### src/rtl/map_bus_pkg.sv
// +----------------------------------------------------------------------+
// | map_bus_pkg                                                          |
// | Shared state encoding and constants for the mapper bus multiplexer.  |
// | Revision: 1.0                                                        |
// +----------------------------------------------------------------------+
`default_nettype none

package map_bus_pkg;

    localparam int         CH_IDX_W  = 4;
    localparam int         CH_ROM_DW = 8;
    localparam logic [7:0] IDLE_DI   = 8'hFF;

    typedef enum logic [1:0] {
        ST_SETTLE = 2'd0,
        ST_ACTIVE = 2'd1,
        ST_DRAIN  = 2'd2
    } map_state_e;

endpackage

`default_nettype wire

### src/rtl/map_sel_decode.sv
// +----------------------------------------------------------------------+
// | map_sel_decode                                                       |
// | One-hot mapper flags to channel index; multi-hot falls back to 0.    |
// | Revision: 1.0                                                        |
// +----------------------------------------------------------------------+
`default_nettype none

module map_sel_decode
    import map_bus_pkg::*;
#(
    parameter int NUM_MAP = 6
) (
    input  logic [NUM_MAP-1:0]  map_active,
    output logic [CH_IDX_W-1:0] idx,
    output logic                multi
);

    always_comb begin
        multi = |(map_active & (map_active - NUM_MAP'(1)));
        idx   = '0;
        for (int k = 0; k < NUM_MAP; k++) begin
            if (map_active[k]) begin
                idx = CH_IDX_W'(k + 1);
            end
        end
        if (multi) begin
            idx = '0;
        end
    end

endmodule

`default_nettype wire

### src/rtl/map_bus_mux.sv
// +----------------------------------------------------------------------+
// | map_bus_mux                                                          |
// | Selects one mapper channel bundle onto the cartridge bus, with a     |
// | settle/drain handshake on mapper changes. Optional error counter     |
// | enabled by MAP_BUS_MUX_ERRCNT_EN.                                    |
// | Revision: 1.0                                                        |
// +----------------------------------------------------------------------+
`default_nettype none

module map_bus_mux
    import map_bus_pkg::*;
#(
    parameter int                 NUM_MAP    = 6,
    parameter int                 ROM_AW     = 24,
    parameter int                 RAM_AW     = 20,
    parameter int                 SETTLE_CYC = 4,
    parameter logic [NUM_MAP-1:0] TURBO_BLK  = NUM_MAP'(6'b001010)
) (
    input  logic                              mclk,
    input  logic                              rst,
    input  logic [NUM_MAP-1:0]                map_active,
    input  logic [(NUM_MAP+1)*8-1:0]          ch_do,
    input  logic [NUM_MAP:0]                  ch_irq_n,
    input  logic [(NUM_MAP+1)*ROM_AW-1:0]     ch_rom_addr,
    input  logic [(NUM_MAP+1)*CH_ROM_DW-1:0]  ch_rom_d,
    input  logic [NUM_MAP:0]                  ch_rom_ce_n,
    input  logic [NUM_MAP:0]                  ch_rom_oe_n,
    input  logic [NUM_MAP:0]                  ch_rom_we_n,
    input  logic [NUM_MAP:0]                  ch_rom_word,
    input  logic [(NUM_MAP+1)*RAM_AW-1:0]     ch_bsram_addr,
    input  logic [(NUM_MAP+1)*8-1:0]          ch_bsram_d,
    input  logic [NUM_MAP:0]                  ch_bsram_ce_n,
    input  logic [NUM_MAP:0]                  ch_bsram_oe_n,
    input  logic [NUM_MAP:0]                  ch_bsram_we_n,
    output logic [7:0]                        di,
    output logic                              irq_n,
    output logic [ROM_AW-1:0]                 rom_addr,
    output logic [15:0]                       rom_d,
    output logic                              rom_ce_n,
    output logic                              rom_oe_n,
    output logic                              rom_we_n,
    output logic                              rom_word,
    output logic [RAM_AW-1:0]                 bsram_addr,
    output logic [7:0]                        bsram_d,
    output logic                              bsram_ce_n,
    output logic                              bsram_oe_n,
    output logic                              bsram_we_n,
    output logic [CH_IDX_W-1:0]               sel,
    output logic                              sel_valid,
    output logic                              turbo_allow,
    output logic                              map_err,
    output logic [7:0]                        err_cnt
);

    localparam int BUN_W = 8 + 1 + ROM_AW + 16 + 4 + RAM_AW + 8 + 3;
    localparam int CNT_W = (SETTLE_CYC > 1) ? $clog2(SETTLE_CYC) : 1;
    localparam logic [CNT_W-1:0] CNT_LAST = CNT_W'(SETTLE_CYC - 1);
    localparam logic [BUN_W-1:0] IDLE_BUN = {IDLE_DI, 1'b1, {ROM_AW{1'b0}}, 16'h0000,
                                             3'b111, 1'b0, {RAM_AW{1'b0}}, 8'h00, 3'b111};

    map_state_e            r_state, w_next;
    logic [CNT_W-1:0]      r_cnt, w_cnt_next;
    logic [CH_IDX_W-1:0]   r_sel, w_sel_next;
    logic [NUM_MAP-1:0]    r_prev;
    logic [BUN_W-1:0]      r_bundle;
    logic                  r_turbo;
    logic                  r_map_err;

    logic [CH_IDX_W-1:0]   w_dec_idx;
    logic                  w_multi;
    logic                  w_changed;
    logic                  w_old_idle;
    logic                  w_load;
    logic [BUN_W-1:0]      w_sel_bundle;

    logic [7:0]            w_do;
    logic                  w_irq_n;
    logic [ROM_AW-1:0]     w_rom_addr;
    logic [CH_ROM_DW-1:0]  w_rom_d;
    logic                  w_rom_ce_n, w_rom_oe_n, w_rom_we_n, w_rom_word;
    logic [RAM_AW-1:0]     w_bsram_addr;
    logic [7:0]            w_bsram_d;
    logic                  w_bsram_ce_n, w_bsram_oe_n, w_bsram_we_n;

    map_sel_decode #(
        .NUM_MAP    (NUM_MAP)
    ) u_decode (
        .map_active (map_active),
        .idx        (w_dec_idx),
        .multi      (w_multi)
    );

    assign w_changed = (map_active != r_prev);

    // Channel fields of the currently held selection.
    always_comb begin
        w_do         = IDLE_DI;
        w_irq_n      = 1'b1;
        w_rom_addr   = '0;
        w_rom_d      = '0;
        w_rom_ce_n   = 1'b1;
        w_rom_oe_n   = 1'b1;
        w_rom_we_n   = 1'b1;
        w_rom_word   = 1'b0;
        w_bsram_addr = '0;
        w_bsram_d    = '0;
        w_bsram_ce_n = 1'b1;
        w_bsram_oe_n = 1'b1;
        w_bsram_we_n = 1'b1;
        for (int c = 0; c <= NUM_MAP; c++) begin
            if (r_sel == CH_IDX_W'(c)) begin
                w_do         = ch_do[c*8 +: 8];
                w_irq_n      = ch_irq_n[c];
                w_rom_addr   = ch_rom_addr[c*ROM_AW +: ROM_AW];
                w_rom_d      = ch_rom_d[c*CH_ROM_DW +: CH_ROM_DW];
                w_rom_ce_n   = ch_rom_ce_n[c];
                w_rom_oe_n   = ch_rom_oe_n[c];
                w_rom_we_n   = ch_rom_we_n[c];
                w_rom_word   = ch_rom_word[c];
                w_bsram_addr = ch_bsram_addr[c*RAM_AW +: RAM_AW];
                w_bsram_d    = ch_bsram_d[c*8 +: 8];
                w_bsram_ce_n = ch_bsram_ce_n[c];
                w_bsram_oe_n = ch_bsram_oe_n[c];
                w_bsram_we_n = ch_bsram_we_n[c];
            end
        end
    end

    assign w_old_idle   = w_rom_ce_n & w_bsram_ce_n;
    assign w_sel_bundle = {w_do, w_irq_n, w_rom_addr, {{(16-CH_ROM_DW){1'b0}}, w_rom_d},
                           w_rom_ce_n, w_rom_oe_n, w_rom_we_n, w_rom_word,
                           w_bsram_addr, w_bsram_d, w_bsram_ce_n, w_bsram_oe_n, w_bsram_we_n};

    always_comb begin
        w_next     = r_state;
        w_cnt_next = r_cnt;
        w_sel_next = r_sel;
        case (r_state)
            ST_SETTLE: begin
                if (w_changed) begin
                    w_cnt_next = '0;
                end else if (r_cnt == CNT_LAST) begin
                    w_sel_next = w_dec_idx;
                    w_next     = ST_ACTIVE;
                end else begin
                    w_cnt_next = r_cnt + CNT_W'(1);
                end
            end
            ST_ACTIVE: begin
                if (w_changed) begin
                    w_next = ST_DRAIN;
                end
            end
            ST_DRAIN: begin
                // Drain completion wins over a simultaneous map change.
                if (w_old_idle) begin
                    w_next     = ST_SETTLE;
                    w_cnt_next = '0;
                end
            end
            default: begin
                w_next     = ST_SETTLE;
                w_cnt_next = '0;
            end
        endcase
    end

    // Bus is driven only while the selection stays live across this edge.
    assign w_load = (r_state != ST_SETTLE) && (w_next != ST_SETTLE);

    always_ff @(posedge mclk) begin
        if (rst) begin
            r_state   <= ST_SETTLE;
            r_cnt     <= '0;
            r_sel     <= '0;
            r_prev    <= '0;
            r_bundle  <= IDLE_BUN;
            r_turbo   <= 1'b1;
            r_map_err <= 1'b0;
        end else begin
            r_state   <= w_next;
            r_cnt     <= w_cnt_next;
            r_sel     <= w_sel_next;
            r_prev    <= map_active;
            r_bundle  <= w_load ? w_sel_bundle : IDLE_BUN;
            r_turbo   <= ~|(map_active & TURBO_BLK);
            if (w_multi) begin
                r_map_err <= 1'b1;
            end
        end
    end

    assign {di, irq_n, rom_addr, rom_d, rom_ce_n, rom_oe_n, rom_we_n, rom_word,
            bsram_addr, bsram_d, bsram_ce_n, bsram_oe_n, bsram_we_n} = r_bundle;

    assign sel         = r_sel;
    assign sel_valid   = (r_state != ST_SETTLE);
    assign turbo_allow = r_turbo;
    assign map_err     = r_map_err;

`ifdef MAP_BUS_MUX_ERRCNT_EN
    logic       r_multi_d;
    logic [7:0] r_err_cnt;

    always_ff @(posedge mclk) begin
        if (rst) begin
            r_multi_d <= 1'b0;
            r_err_cnt <= 8'h00;
        end else begin
            r_multi_d <= w_multi;
            if (w_multi && !r_multi_d && (r_err_cnt != 8'hFF)) begin
                r_err_cnt <= r_err_cnt + 8'd1;
            end
        end
    end

    assign err_cnt = r_err_cnt;
`else
    assign err_cnt = 8'h00;
`endif

endmodule

`default_nettype wire

### config.mk
export PLATFORM = sky130hd
export DESIGN_NAME = map_bus_mux
export DESIGN_NICKNAME = d
export VERILOG_FILES = /design/src/rtl/map_bus_pkg.sv /design/src/rtl/map_sel_decode.sv /design/src/rtl/map_bus_mux.sv
export SDC_FILE = /design/constraint.sdc
export NUM_CORES = 1
export LEC_CHECK = 0
export CAP_MARGIN = 20
export CELL_PAD_IN_SITES_DETAIL_PLACEMENT = 0
export CELL_PAD_IN_SITES_GLOBAL_PLACEMENT = 1
export CORE_AREA = 10 10 239 241
export CTS_CLUSTER_DIAMETER = 100
export DETAILED_ROUTE_END_ITERATION = 8
export DIE_AREA = 0 0 249 251
export HOLD_SLACK_MARGIN = 0.1
export PLACE_DENSITY = 0.55
export SLEW_MARGIN = 20
export SYNTH_ARGS = -nofsm -noshare
export SYNTH_HDL_FRONTEND = slang
export SYNTH_HIERARCHICAL = 1
export SYNTH_SLANG_ARGS = --single-unit
export TNS_END_PERCENT = 100
### constraint.sdc
create_clock -name mclk -period 5 [get_ports mclk]
set_input_delay 1 -clock mclk [delete_from_list [all_inputs] [get_ports mclk]]
set_output_delay 1 -clock mclk [all_outputs]
set_load 0.01 [all_outputs]
; ---- Yosys cells after proc, flatten, opt, wreduce, memory -nomap -nowiden
; Cells that the tools add are included.
[op_classes]
add_sub_neg = 2
eq_ne = 12
mux = 107
bitwise_logic = 5
n_reduce_logical = 11
[ops]
columns = cell, count
row1 = two-way mux 24 bit, 7
row2 = two-way mux 8 bit, 21
row3 = two-way mux 20 bit, 7
row4 = two-way mux 1 bit, 57
row5 = two-way mux 2 bit, 9
row6 = == test 4 x 3 -> 1 bit (second input constant), 3
row7 = two-way mux 3 bit, 4
row8 = case mux 2 bit (3 select lines), 2
row9 = == test 4 x 2 -> 1 bit (second input constant), 2
row10 = bitwise AND 6 bit, 1
row11 = != test 6 bit, 1
row12 = AND reduction 3 bit, 2
row13 = OR reduction 6 bit, 1
row14 = subtractor 6 x 1 -> 6 bit (second input constant), 1
row15 = == test 2 bit (second input constant), 2
row16 = == test 4 x 1 -> 1 bit (second input constant), 1
row17 = zero test 4 bit, 1
row18 = nonzero test 2 bit, 2
row19 = OR reduction 2 bit, 2
row20 = != test 3 bit (second input constant), 1
row21 = inverter 1 bit, 3
row22 = adder 2 x 1 -> 2 bit (second input constant), 1
row23 = == test 2 x 1 -> 1 bit (second input constant), 1
row24 = zero test 2 bit, 1
row25 = 4 further kinds, 4
[word_totals]
regBits = 100
inputBits = 540
elab_cells = 145

; ---- Depth between registers and ports, before layout
[depth]
depth_word = 15
depth_mapped = 10
mapped_depth_nobuf = 5

; ---- By module
; Netlist, hierarchy kept.
[by_module_without_submodules]
columns = module, instances, cells_each, area_each_um2, seq_area_each_um2
row1 = map_bus_mux, 1, 866, 6962.9, 1841.8
row2 = map_sel_decode, 1, 22, 148.9, 0.0

; ---- Least setup slack after synthesis
; Ideal clock, no wire load.
[synth_path]
kind = input port to flip-flop
start = input ch_bsram_ce_n[3]
end = register r_bundle[32]
setup_time_ps = 127
arrival_ps = 2457
t_required_ps = 4873
setup_slack_ps = 2416
stages = 6
path_cell_list = or3b_2 > a21boi_0 > o2111a_1 > a2111oi_4 > buf_6 > or3_1
[synth_via]
elab_chain_cells = 11
[synth_rtl]
columns = item, line_no
row1 = "start, declared", map_bus_mux.sv:32  ; input logic [NUM_MAP:0] ch_bsram_ce_n,
row2 = two-way mux 1 bit (4 in series), map_bus_mux.sv:111  ; if (r_sel == CH_IDX_W'(c)) begin
row3 = bitwise AND 1 bit, map_bus_mux.sv:129  ; assign w_old_idle = w_rom_ce_n & w_bsram_ce_n;
row4 = two-way mux 2 bit, map_bus_mux.sv:156  ; if (w_old_idle) begin
row5 = case mux 2 bit (3 select lines), map_bus_mux.sv:138  ; case (r_state)
row6 = nonzero test 2 bit, map_bus_mux.sv:169  ; assign w_load = (r_state != ST_SETTLE) && (w_next != ST_SETTLE);
row7 = logical AND 1 bit, map_bus_mux.sv:169
row8 = inverter 1 bit (no line), -
row9 = OR reduction 2 bit (no line), -
row10 = "end signal, assigned", map_bus_mux.sv:185  ; r_bundle <= w_load ? w_sel_bundle : IDLE_BUN;
row11 = "end, declared", map_bus_mux.sv:65  ; logic [BUN_W-1:0] r_bundle;
; No other way between the ends.
; A chain may end at the register's enable or synchronous reset.

; ---- Worst setup path in the final report
[layout_path]
start = register r_sel[1] (netlist: sel[1])
end = register r_bundle[57]
[layout_via]
elab_chain_cells = 15
word_cells_on_any_way = 35
[layout_rtl]
columns = item, line_no
row1 = "start, declared", map_bus_mux.sv:63  ; logic [CH_IDX_W-1:0] r_sel, w_sel_next;
row2 = "start signal, assigned", map_bus_mux.sv:183  ; r_sel <= w_sel_next;
row3 = zero test 4 bit, map_bus_mux.sv:111
row4 = two-way mux 1 bit (7 in series), map_bus_mux.sv:111
row5 = bitwise AND 1 bit, map_bus_mux.sv:129
row6 = two-way mux 2 bit, map_bus_mux.sv:156
row7 = case mux 2 bit (3 select lines), map_bus_mux.sv:138
row8 = nonzero test 2 bit, map_bus_mux.sv:169
row9 = logical AND 1 bit, map_bus_mux.sv:169
row10 = inverter 1 bit (no line), -
row11 = OR reduction 2 bit (no line), -
; Parallel ways exist; a longest one is shown, timed or not.

==> metrics.csv <==
stage;metric;value;unit
clocking;numCtsBuffers;9;
placement;port_buffers;622;
logic_synthesis;post-synth-top-count-cell;dfxtp_1;
detailed_routing;drtIter0Drc;404;
clocking;path_clk_slew;0.08;ns
layout;regArea;1850;um2
setup_path;max_stage_delay;0.83;ns
min_path;min_path_type;reg2reg;
timing;setup_viol_count_final;0;
setup_path;crit_chain;buf_4, nor4b_4, a221o_1, o2111a_1, a2111oi_4, buf_4, nor3_1;
layout;fin_cells;2152;
clocking;clkSinkCount;92;
setup_path;crit_top_cell;buf_4;
global_route;grt_pass1_vias;10300;
timing;maxSlewViolCount;0;
setup_path;cp_max_fo;44;
layout;syn2layout_area_growth;100;%
clocking;clockRootBuffer;clkbuf_16;
logic_synthesis;synth-edff-count;0;
setup_path;cp.arrival;3.50;ns
global_route;gr-usage-all-layers;0.169;
layout;nNetsFinal;1994;
detailed_routing;wl_met3;3.65;mm
floorplanning;start_util;0.136;
timing;clock.fmax;0.308;GHz
clocking;cts_tree;built;
setup_path;crit_type;reg2reg;
timing;skew;0.00766;ns
min_path;min_from;map_err;
logic_synthesis;synthFlopType;dfxtp_1;
detailed_routing;num_vias;9375;
min_path;hold_end;map_err;
clocking;cts_resized;0;
placement;place_congestion;0.826;
timing;holdWs;0.491;ns
logic_synthesis;synth_common_cells;dfxtp_1, a22oi_1, nor2_1, o2bb2ai_1, clkbuf_1;
setup_path;r2r_slack;1.75;ns
global_route;gr-total-overflow;0;
logic_synthesis;synth_top_area_share;0.259;
floorplanning;die_h;251;um
placement;dp.cells;2130;
layout;final_area;14200;um2
logic_synthesis;syn-instance-count;888;
floorplanning;pin_count;639;
job;maxCapViolations;0;
detailed_routing;wl_met1;22.5;mm
clocking;clk_latency;0.39;ns
floorplanning;core;52200;um2
detailed_routing;highest_layer;met5;
global_route;grt_max_degree;56;
placement;dpl.hpwl;45.0;mm
setup_path;reg2reg_depth;7;
logic_synthesis;ys_seq_area_frac;0.259;
logic_synthesis;synth_top_area_cell;dfxtp_1;
timing;fin_setup_tns;0;ns
detailed_routing;routed_wl;56.0;mm
detailed_routing;wl_per_cell;26.0;um
logic_synthesis;ys_ff_latch;92;
logic_synthesis;ys_top_cells_by_area;dfxtp_1, a22oi_1, o2bb2ai_1;
pwr;cellPowerDensity;144;nW/um2
clocking;hold_buffers;0;
clocking;htreeDepth;3;
pwr;p_leak;4.73;nW
clocking;post-cts-setup-buffers;0;
clocking;clockBufferDepth;2;
placement;placed_cell_area;13900;um2
setup_path;startpoint_type;flop;
setup_path;worstPathRequired;5.25;ns
timing;worst_pin_slew;0.894;ns
detailed_routing;antenna_left;0;
setup_path;reg2reg_to;r_bundle[57];
timing;slew_headroom;0.404;
layout;drive_above_1_share;0.0734;
layout;multi_input_area;4690;um2
layout;nFillCells;5658;
min_path;whs_path_depth;2;
setup_path;slowest_stage;dfxtp_4;
run_status;outcome;completed;
floorplanning;rows;84;
pwr;ir_drop;0.000172;V
global_route;grt_antenna_before_repair;7;
detailed_routing;wl_met2;28.7;mm
timing;rsz0062_at_grt;no;
timing;period_needed;3.25;ns
floorplanning;die_area;62500;um2
timing;hold_violations;0;
logic_synthesis;ys_async_sr_fraction;0;
logic_synthesis;yosys_warnings;6;
logic_synthesis;ys_types;60;
detailed_routing;drc;0;
floorplanning;dieWidth;249;um
setup_path;worstReg2RegStart;sel[1];
logic_synthesis;avgSynthCellArea;8.01;um2
timing;period_share;0.650;
detailed_routing;firstDrtPassIters;4;
global_route;grt_pass1_wl;77.4;mm
detailed_routing;routed_via_density;4.36;
logic_synthesis;syn_area;7110;um2
setup_path;cp-end-kind;flop;
==> per-stage QoR <==
stage	util	setup WS (ns)	total power, W
6_report	0.273	1.75	0.00205
5_1_grt	0.273	1.56	0.00214
4_1_cts	0.272	1.74	0.00210
3_5_place_dp	0.267	1.51	0.00134
3_3_place_gp	0.267	1.52	0.00134
2_1_floorplan	-	2.42	0.000880
==> layout by cell type (no fill, tap or decap), drive strengths merged, types with 3 or more instances in the layout <==
cell           count
clkdlybuf4s50    621
dfxtp             92
a22oi             87
nor2              78
o2bb2ai           54
nand2             50
o22ai             39
nor2b             38
inv               34
o21ai             31
a211oi            30
o221ai            27
mux2i             26
buf               26
nor3              22
and2              20
a31o              19
mux2              18
conb              17
a21oi             15
nand2b            12
a221oi            10
a31oi              9
clkbuf             9
or3                8
diode              6
mux4               6
xnor2              6
nor4               6
o32ai              5
o211ai             4
or2                4
clkinv             4
nand3              3
xor2               3
nor3b              3
==> worst max path at each step <==
stage,startpoint,to,slack (ns),depth (start not counted)
2_1_floorplan,ch_bsram_ce_n[3],r_bundle[32],2.42,6
3_3_place_gp,ch_rom_ce_n[0],r_bundle[24],1.52,7
3_5_place_dp,ch_rom_ce_n[0],r_bundle[57],1.51,7
4_1_cts,sel[1],r_bundle[57],1.74,7
5_1_grt,sel[1],r_bundle[17],1.56,7
6_report,sel[1],r_bundle[57],1.75,7
==> critical path: cells and delay by family (launching register included) <==
| kind | cells | cell delay (ns) |
|---|---|---|
| AOI/OAI and AO/OA | 3 | 0.97 |
| buffers and inverters | 2 | 0.99 |
| and+or+nand+nor | 2 | 0.22 |
| DFF | 1 | 0.83 |
==> layer usage <==
layer | GRT usage | vias up
met1 | 0.189 | 4459
met5 | 0 | -
met3 | 0.0518 | 39
li1 | - | 4485
met2 | 0.305 | 390
met4 | 0.0490 | 2
==> flip-flops by register name, indices dropped and copies added (netlist names) <==
register     cells
r_bundle        76
turbo_allow      1
map_err          1
sel              4
r_prev           6
r_state          2
r_cnt            2
==> cell type report <==
class | count | share of cell area
Antenna cell | 6 | 0.00105
Multi-Input combinational cell | 672 | 0.329
Sequential cell | 92 | 0.130
Clock buffer | 9 | 0.0158
Clock inverter | 7 | 0.00474
Timing Repair Buffer | 647 | 0.450
Inverter | 31 | 0.00817
Tap cell | 688 | 0.0604
==> power by group <==
| part | switching [W] | internal [W] | total, W |
|---|---|---|---|
| clock network | 0.000374 | 0.000350 | 0.000724 |
| logic | 0.000155 | 0.000434 | 0.000589 |
| registers | 0.00000169 | 0.000734 | 0.000736 |
| total | 0.000531 | 0.00152 | 0.00205 |
==> kinds of logic (layout without fill, tap and decap cells) <==
| logic type | Yosys count | after routing | synth area share |
|---|---|---|---|
| compound gates | 339 | 339 | 0.359 |
| mux | 50 | 50 | 0.0841 |
| xor+xnor | 9 | 9 | 0.0111 |
| simple gates | 255 | 255 | 0.185 |
| buf+inv | 139 | 694 | 0.0978 |
| fa+ha+maj | 2 | 2 | 0.00317 |
| flops | 92 | 92 | 0.259 |
| other cells | 2 | 23 | 0.00106 |
(Power assumes the default switching activity.)
